[src/rtl/radio_timing_engine.sv]
// radio_timing_engine: sequences one warm-up / RX / cool-down radio activation per start request.
module radio_timing_engine #(
  parameter int WARMUP_CYC   = 16,
  parameter int COOLDOWN_CYC = 8,
  parameter int LEN_W        = 12
) (
  input  logic             ck,
  input  logic             arst_n,
  input  logic             isolate_m1,
  input  logic             start,
  input  logic [LEN_W-1:0] rx_len,
  input  logic             abort,
  output logic             radio_enable_synced,
  output logic             radio_rx_en_synced,
  output logic             busy,
  output logic             done
);
  localparam int WW    = $clog2(WARMUP_CYC) + 1;
  localparam int CW    = $clog2(COOLDOWN_CYC) + 1;
  localparam int MW    = (WW > CW) ? WW : CW;
  localparam int CNT_W = (LEN_W > MW) ? LEN_W : MW;
  localparam logic [CNT_W-1:0] WARM_LD = CNT_W'(WARMUP_CYC - 1);
  localparam logic [CNT_W-1:0] COOL_LD = CNT_W'(COOLDOWN_CYC - 1);
  typedef enum logic [1:0] {IDLE, WARMUP, RX, COOLDOWN} state_t;
  state_t           state_q, state_d;
  logic [CNT_W-1:0] cnt_q, cnt_d;
  logic [LEN_W-1:0] len_q, len_d;
  logic             en_q, en_d, rx_q, rx_d, done_q, done_d;
  always_ff @(posedge ck or negedge arst_n) begin
    if (!arst_n) begin
      state_q <= IDLE;
      cnt_q   <= '0;
      len_q   <= '0;
      en_q    <= 1'b0;
      rx_q    <= 1'b0;
      done_q  <= 1'b0;
    end else begin
      state_q <= state_d;
      cnt_q   <= cnt_d;
      len_q   <= len_d;
      en_q    <= en_d;
      rx_q    <= rx_d;
      done_q  <= done_d;
    end
  end
  // Counter holds (duration - 1) on state entry; a state exits when it reaches zero.
  always_comb begin
    state_d = state_q;
    cnt_d   = cnt_q - CNT_W'(1);
    len_d   = len_q;
    if (isolate_m1) begin
      state_d = IDLE;
      cnt_d   = '0;
    end else begin
      case (state_q)
        IDLE: begin
          cnt_d = '0;
          if (start && !abort) begin
            state_d = WARMUP;
            cnt_d   = WARM_LD;
            len_d   = rx_len;
          end
        end
        WARMUP: begin
          if (abort || (cnt_q == '0 && len_q == '0)) begin
            state_d = COOLDOWN;
            cnt_d   = COOL_LD;
          end else if (cnt_q == '0) begin
            state_d = RX;
            cnt_d   = CNT_W'(len_q) - CNT_W'(1);
          end
        end
        RX: begin
          if (abort || cnt_q == '0) begin
            state_d = COOLDOWN;
            cnt_d   = COOL_LD;
          end
        end
        COOLDOWN: begin
          if (cnt_q == '0) begin
            state_d = IDLE;
            cnt_d   = '0;
          end
        end
        default: begin
          state_d = IDLE;
          cnt_d   = '0;
        end
      endcase
    end
  end
  always_comb begin
    en_d   = state_d != IDLE;
    rx_d   = state_d == RX;
    done_d = (state_q != IDLE) && (state_d == IDLE);
  end
  assign radio_enable_synced = en_q;
  assign radio_rx_en_synced  = rx_q;
  assign busy                = state_q != IDLE;
  assign done                = done_q;
endmodule
[config.mk]
export PLATFORM = sky130hd
export DESIGN_NAME = radio_timing_engine
export DESIGN_NICKNAME = d
export VERILOG_FILES = /design/src/rtl/radio_timing_engine.sv
export SDC_FILE = /design/constraint.sdc
export NUM_CORES = 1
export LEC_CHECK = 0
export ABC_AREA = 1
export CAP_MARGIN = 20
export CORE_AREA = 5 5 66 68
export DETAILED_ROUTE_END_ITERATION = 10
export DIE_AREA = 0 0 71 73
export MAX_ROUTING_LAYER = met4
export PLACE_DENSITY = 0.83
export SETUP_SLACK_MARGIN = 0.05
export SLEW_MARGIN = 25
export SYNTH_ARGS = -nofsm -noshare
export SYNTH_HDL_FRONTEND = slang
export SYNTH_SLANG_ARGS = --single-unit
[constraint.sdc]
create_clock -name ck -period 4.6 [get_ports ck]
set_input_delay 0.46 -clock ck [delete_from_list [all_inputs] [get_ports ck]]
set_output_delay 0.46 -clock ck [all_outputs]
set_load 0.03 [all_outputs]
## After elaboration in Yosys (flattened, before gate mapping)

Cells that the tools add are included.

| storage, ports and cells | value |
|---|---|
| input bits | 17 |
| word-level logic and storage cells | 40 |
| output and inout port bits | 4 |
| register bits | 29 |

| cells by class | value |
|---|---|
| bitwise gates (word level) | 1 |
| reduce and logical (&&, ||, !) cells | 13 |
| add/sub/neg operators | 2 |
| muxes and demuxes | 14 |
| equal/unequal tests | 4 |

Operators with widths:

| cell | count |
|---|---|
| two-way mux 12 bit | 5 |
| case mux 12 bit (4 select lines) | 1 |
| logical NOT 12 bit | 2 |
| subtractor 12 x 1 -> 12 bit, second input constant | 2 |
| two-way mux 2 bit | 6 |
| case mux 2 bit (4 select lines) | 1 |
| equality test 2 bit, second input constant | 3 |
| logical NOT 2 bit | 2 |
| two-way mux 4 bit | 1 |
| nonzero test 2 bit | 2 |
| logical AND 1 bit | 3 |
| AND reduction 3 bit | 1 |
| equality test 2 x 1 -> 1 bit, second input constant | 1 |
| logical OR 1 bit | 2 |
| logical NOT 1 bit | 1 |
| NOT 1 bit | 1 |

## Depth between registers and ports, before layout

| logic depth | value |
|---|---|
| depth after elaboration | 8 |
| gate-level depth with buffers | 12 |
| gate-level depth less buffers | 12 |

## Worst setup path before layout

No wires, ideal clock.

| timing path | value |
|---|---|
| path kind | register to register |
| start point | register cnt_q[0] |
| end point | register done_q, in the netlist done |
| data arrival time | 1.440 ns |
| slack | 3.037 ns |
| buffers on the path | 1 |
| required time | 4.477 ns |
| cell stages (with the launch flop) | 13 |
| period minus slack after synthesis | 1.563 ns |
| library setup time | 0.123 ns |
| cell sequence | dfrtp_1 > inv_1 > ha_1 > nand3_1 > nor2_1 > nand2_4 > buf_8 > nand2_8 > nand2_1 > o21ai_2 > nand2_2 > nand2_2 > nor2_2 |

| between the ends | value |
|---|---|
| word-level cells in the longest chain between the ends | 8 |
| elaborated cells on any way between the ends | 12 |
| those cells by class | mux: 6; reduce/logical: 6 |

Ends and longest elaborated chain:

| what | RTL line | RTL |
|---|---|---|
| start, declared | 26 | `logic [CNT_W-1:0] cnt_q, cnt_d;` |
| start signal, assigned | 39 | `cnt_q <= cnt_d;` |
| logical NOT 12 bit (*) | n/a |  |
| logical AND 1 bit | 65 | `if (abort \|\| (cnt_q == '0 && len_q == '0)) begin` |
| logical OR 1 bit | 65 |  |
| two-way mux 2 bit | 65 |  |
| case mux 2 bit (4 select lines) (*) | 55 | `case (state_q)` |
| two-way mux 2 bit (*) | 51 | `if (isolate_m1) begin` |
| logical NOT 2 bit (*) | 95 | `done_d = (state_q != IDLE) && (state_d == IDLE);` |
| logical AND 1 bit (*) | 95 |  |
| net done_d | 28 | `logic en_q, en_d, rx_q, rx_d, done_q, done_d;` |
| end signal, assigned | 43 | `done_q <= done_d;` |
| end, declared | 28 |  |

The timed path passes the listed nets; every way through them passes the cells marked *.
A chain may end at the register's enable or synchronous reset.

## Worst setup path in the final report

| timing path | value |
|---|---|
| start point | register state_q[1] |
| end point | output port busy |

| between the ends | value |
|---|---|
| word-level cells in the longest chain between the ends | 1 |

Ends and longest elaborated chain:

| what | RTL line | RTL |
|---|---|---|
| start, declared | 25 | `state_t state_q, state_d;` |
| start signal, assigned | 38 | `state_q <= state_d;` |
| nonzero test 2 bit | 99 | `assign busy = state_q != IDLE;` |
| end, declared | 15 | `output logic busy,` |

Every way passes these cells.

==> metrics <==
Max Transition Viols Final 0; CP startpoint kind register; FF+latch area 726 sq um; Leak 1.16 nW; Avg Cell Area, Syn 7.34 sq um; Mapped Area 0.00203 sq mm; crit path launch state_q[1]$_DFF_PN0_; largest family of logic cells by synthesized area simple AND/OR/NAND/NOR gates; gr usage total 18.2%; area of the multi-input gates 0.00116 sq mm; Distinct cells, synth 31; Synth Area in XOR/XNOR 4.74%; Clock Latency Late Sink 280 ps; Die Wd 71 um; worst r2r dst cnt_q[1]$_DFF_PN0_; DR DRC count 0; Synth Area in Compound Gates 7.20%; Crit Reg-Reg Startpoint cnt_q[0]$_DFF_PN0_; Setup crit end kind output pin; top cells by count, synth nand2_1, nor2_1, dfrtp_1; total grt overflow 0; crit path to busy; area leader, netlist dfrtp_1; Filler cells 360; Initial Util 53.5%; WL/cell 11.5 um; simple-gate area share of the yosys netlist 39.9%; vias in the first global route 1,738; fraction of layout instances using a drive strength above 1 15.8%; Post-Layout Cell Count 353; Worst-Margin Slew 374 ps; fmax 0.455 GHz; clock-pin slew on the worst setup and hold paths 50 ps; CTS resizes 0; Setup Fix Bufs, Post-CTS 0; count leader, synth nand2_1; core area 0.00380 sq mm; Port-buffer cells 20; IO Count 21; vias per inst 5.01; Post-Place Cells 346; Final Skew 2.52 ps; via count 1,769; max incr delay on CP 600 ps; Final TNS setup 0 ps; Syn Nets 298; critical path, cell by cell nor2_2 -> inv_2 -> clkdlybuf4s50_1; H-tree depth 2; crit path DAT 1740 ps; Post-Route WL 4.05 mm; Top delay family on crit path buffers and inverters; CTS root buf clkbuf_8; hold_buf cts 0; gpl congestion 0.948; register bit total from synthesis 29; Clock Sinks 29; Final setup viols 0; Hold Path Class reg -> reg; # rows 23; Die Y 73 um; Nets 324; Synth area leaders dfrtp_1, nand2_1, nor2_1, nand3_1, inv_1; Area Growth Syn to Fin 16.6%; register area share after synthesis 35.7%; RSZ-0062 raised after global routing false; Post-synth EDFFs 0; Antenna Cells 0; placed wire-length estimate 3.23 mm; clk buf depth 2; Syn Inst Count 277; total stage count of the critical path 3; period utilization 47.8%; initial antenna violation count 0; slew margin rel. 75.1%; CP bufs+invs 2; post-synthesis adder-cell area fraction 2.46%; outcome finished clean; FF-to-FF path depth 11; Critical Path Fanout Max 6; worst vdd ir 0.262 mV; power per cell area 600 mW/mm^2; Antenna Nets Post-Route 0; DR pass1 iterations 4; Hold Vio Cnt, Final 0; Setup CP Type reg -> out; Iteration-0 DRC Markers 85; ys async rst share 100%; first-pass GRT wire length 7.27 mm; R2R Setup Slk 2800 ps; die area 0.00518 sq mm; CTS tree built; TritonCTS Buffers 5; prevailing post-synth register cell dfrtp_1; largest net degree at the start of global routing 30; mux cell area share after synthesis 2.77%; Yosys Warn Count 0; slowest CP cell clkdlybuf4s50_1; Required @ worst endpoint 4140 ps; post-route minimum period 2200 ps; Max-Cap Viols 0; post-synth top area share 35.7%
report_power, final:
part	switching, W	internal [W]	total [W]
logic	0.000517	0.000293	0.000810
clock network	0.0000858	0.000118	0.000204
registers	0.0000729	0.000335	0.000407
metrics by stage:
| step | worst slack, ps | instance area [sq um] | total power, W | utilization, % | hold slack, ps |
|---|---|---|---|---|---|
| 2_1_floorplan | 3040 | 2030 | 0.00106 | - | 164 |
| 3_3_place_gp | 2550 | 2280 | 0.00119 | 60.1 | 515 |
| 3_5_place_dp | 2540 | 2280 | 0.00122 | 60.1 | 526 |
| 4_1_cts | 2380 | 2370 | 0.00143 | 62.4 | 539 |
| 5_1_grt | 2280 | 2370 | 0.00155 | 62.4 | 562 |
| 6_report | 2400 | 2370 | 0.00142 | 62.4 | 546 |
final cells by class:
class | count | area share [%]
Multi-Input combinational cell | 213 | 49.0
Sequential cell | 29 | 30.6
Timing Repair Buffer | 21 | 8.77
Inverter | 33 | 5.34
Clock buffer | 7 | 3.65
Tap cell | 50 | 2.64
worst min-delay path by stage:
stage,startpoint,endpoint,slack [ps],depth (start not counted)
after global placement,len_q[7]$_DFFE_PN0P_,len_q[7]$_DFFE_PN0P_,520,1
after floorplan,arst_n,cnt_q[0]$_DFF_PN0_,160,0
after detailed placement,len_q[7]$_DFFE_PN0P_,len_q[7]$_DFFE_PN0P_,530,1
after global routing,len_q[7]$_DFFE_PN0P_,len_q[7]$_DFFE_PN0P_,560,1
final,len_q[7]$_DFFE_PN0P_,len_q[7]$_DFFE_PN0P_,550,1
after CTS,len_q[7]$_DFFE_PN0P_,len_q[7]$_DFFE_PN0P_,540,1
cell families (layout without fill, tap and decap cells):
group	after synthesis	in the layout
DFF	29	29
xor gates and xnor gates	11	11
buffers and inverters	35	61
AOI/OAI and AO/OA	24	24
muxes	5	5
and+or+nand+nor	169	169
adders and majority gates	4	4
sequential cells by signal (all words and copies together), names as in the netlist:
signal               count
cnt_q                   12
done                     1
len_q                   12
radio_enable_synced      1
radio_rx_en_synced       1
state_q                  2
layer usage:
metal  up-vias  share of wire, %  GRT usage (%)
li1        920                 -              -
met2        38                49           31.0
met1       802                44           20.4
met4         0               2.2           8.14
met5         -                 0              -
met3         9               4.4           4.41
cell usage in the layout (no fill, tap or decap), drive strengths merged:
cell / Yosys / routed
nand2: 79 / 79
nor2: 60 / 60
inv: 33 / 33
dfrtp: 29 / 29
clkdlybuf4s50: 0 / 20
nand3: 20 / 20
a21oi: 14 / 14
xor2: 9 / 9
o21ai: 8 / 8
clkbuf: 0 / 7
mux2: 5 / 5
nand3b: 4 / 4
ha: 4 / 4
xnor2: 2 / 2
or2: 2 / 2
nand4: 2 / 2
nor3b: 1 / 1
o211ai: 1 / 1
o21bai: 1 / 1
nor3: 1 / 1
buf: 2 / 1
No activity file was read; power rests on OpenSTA's default activity.
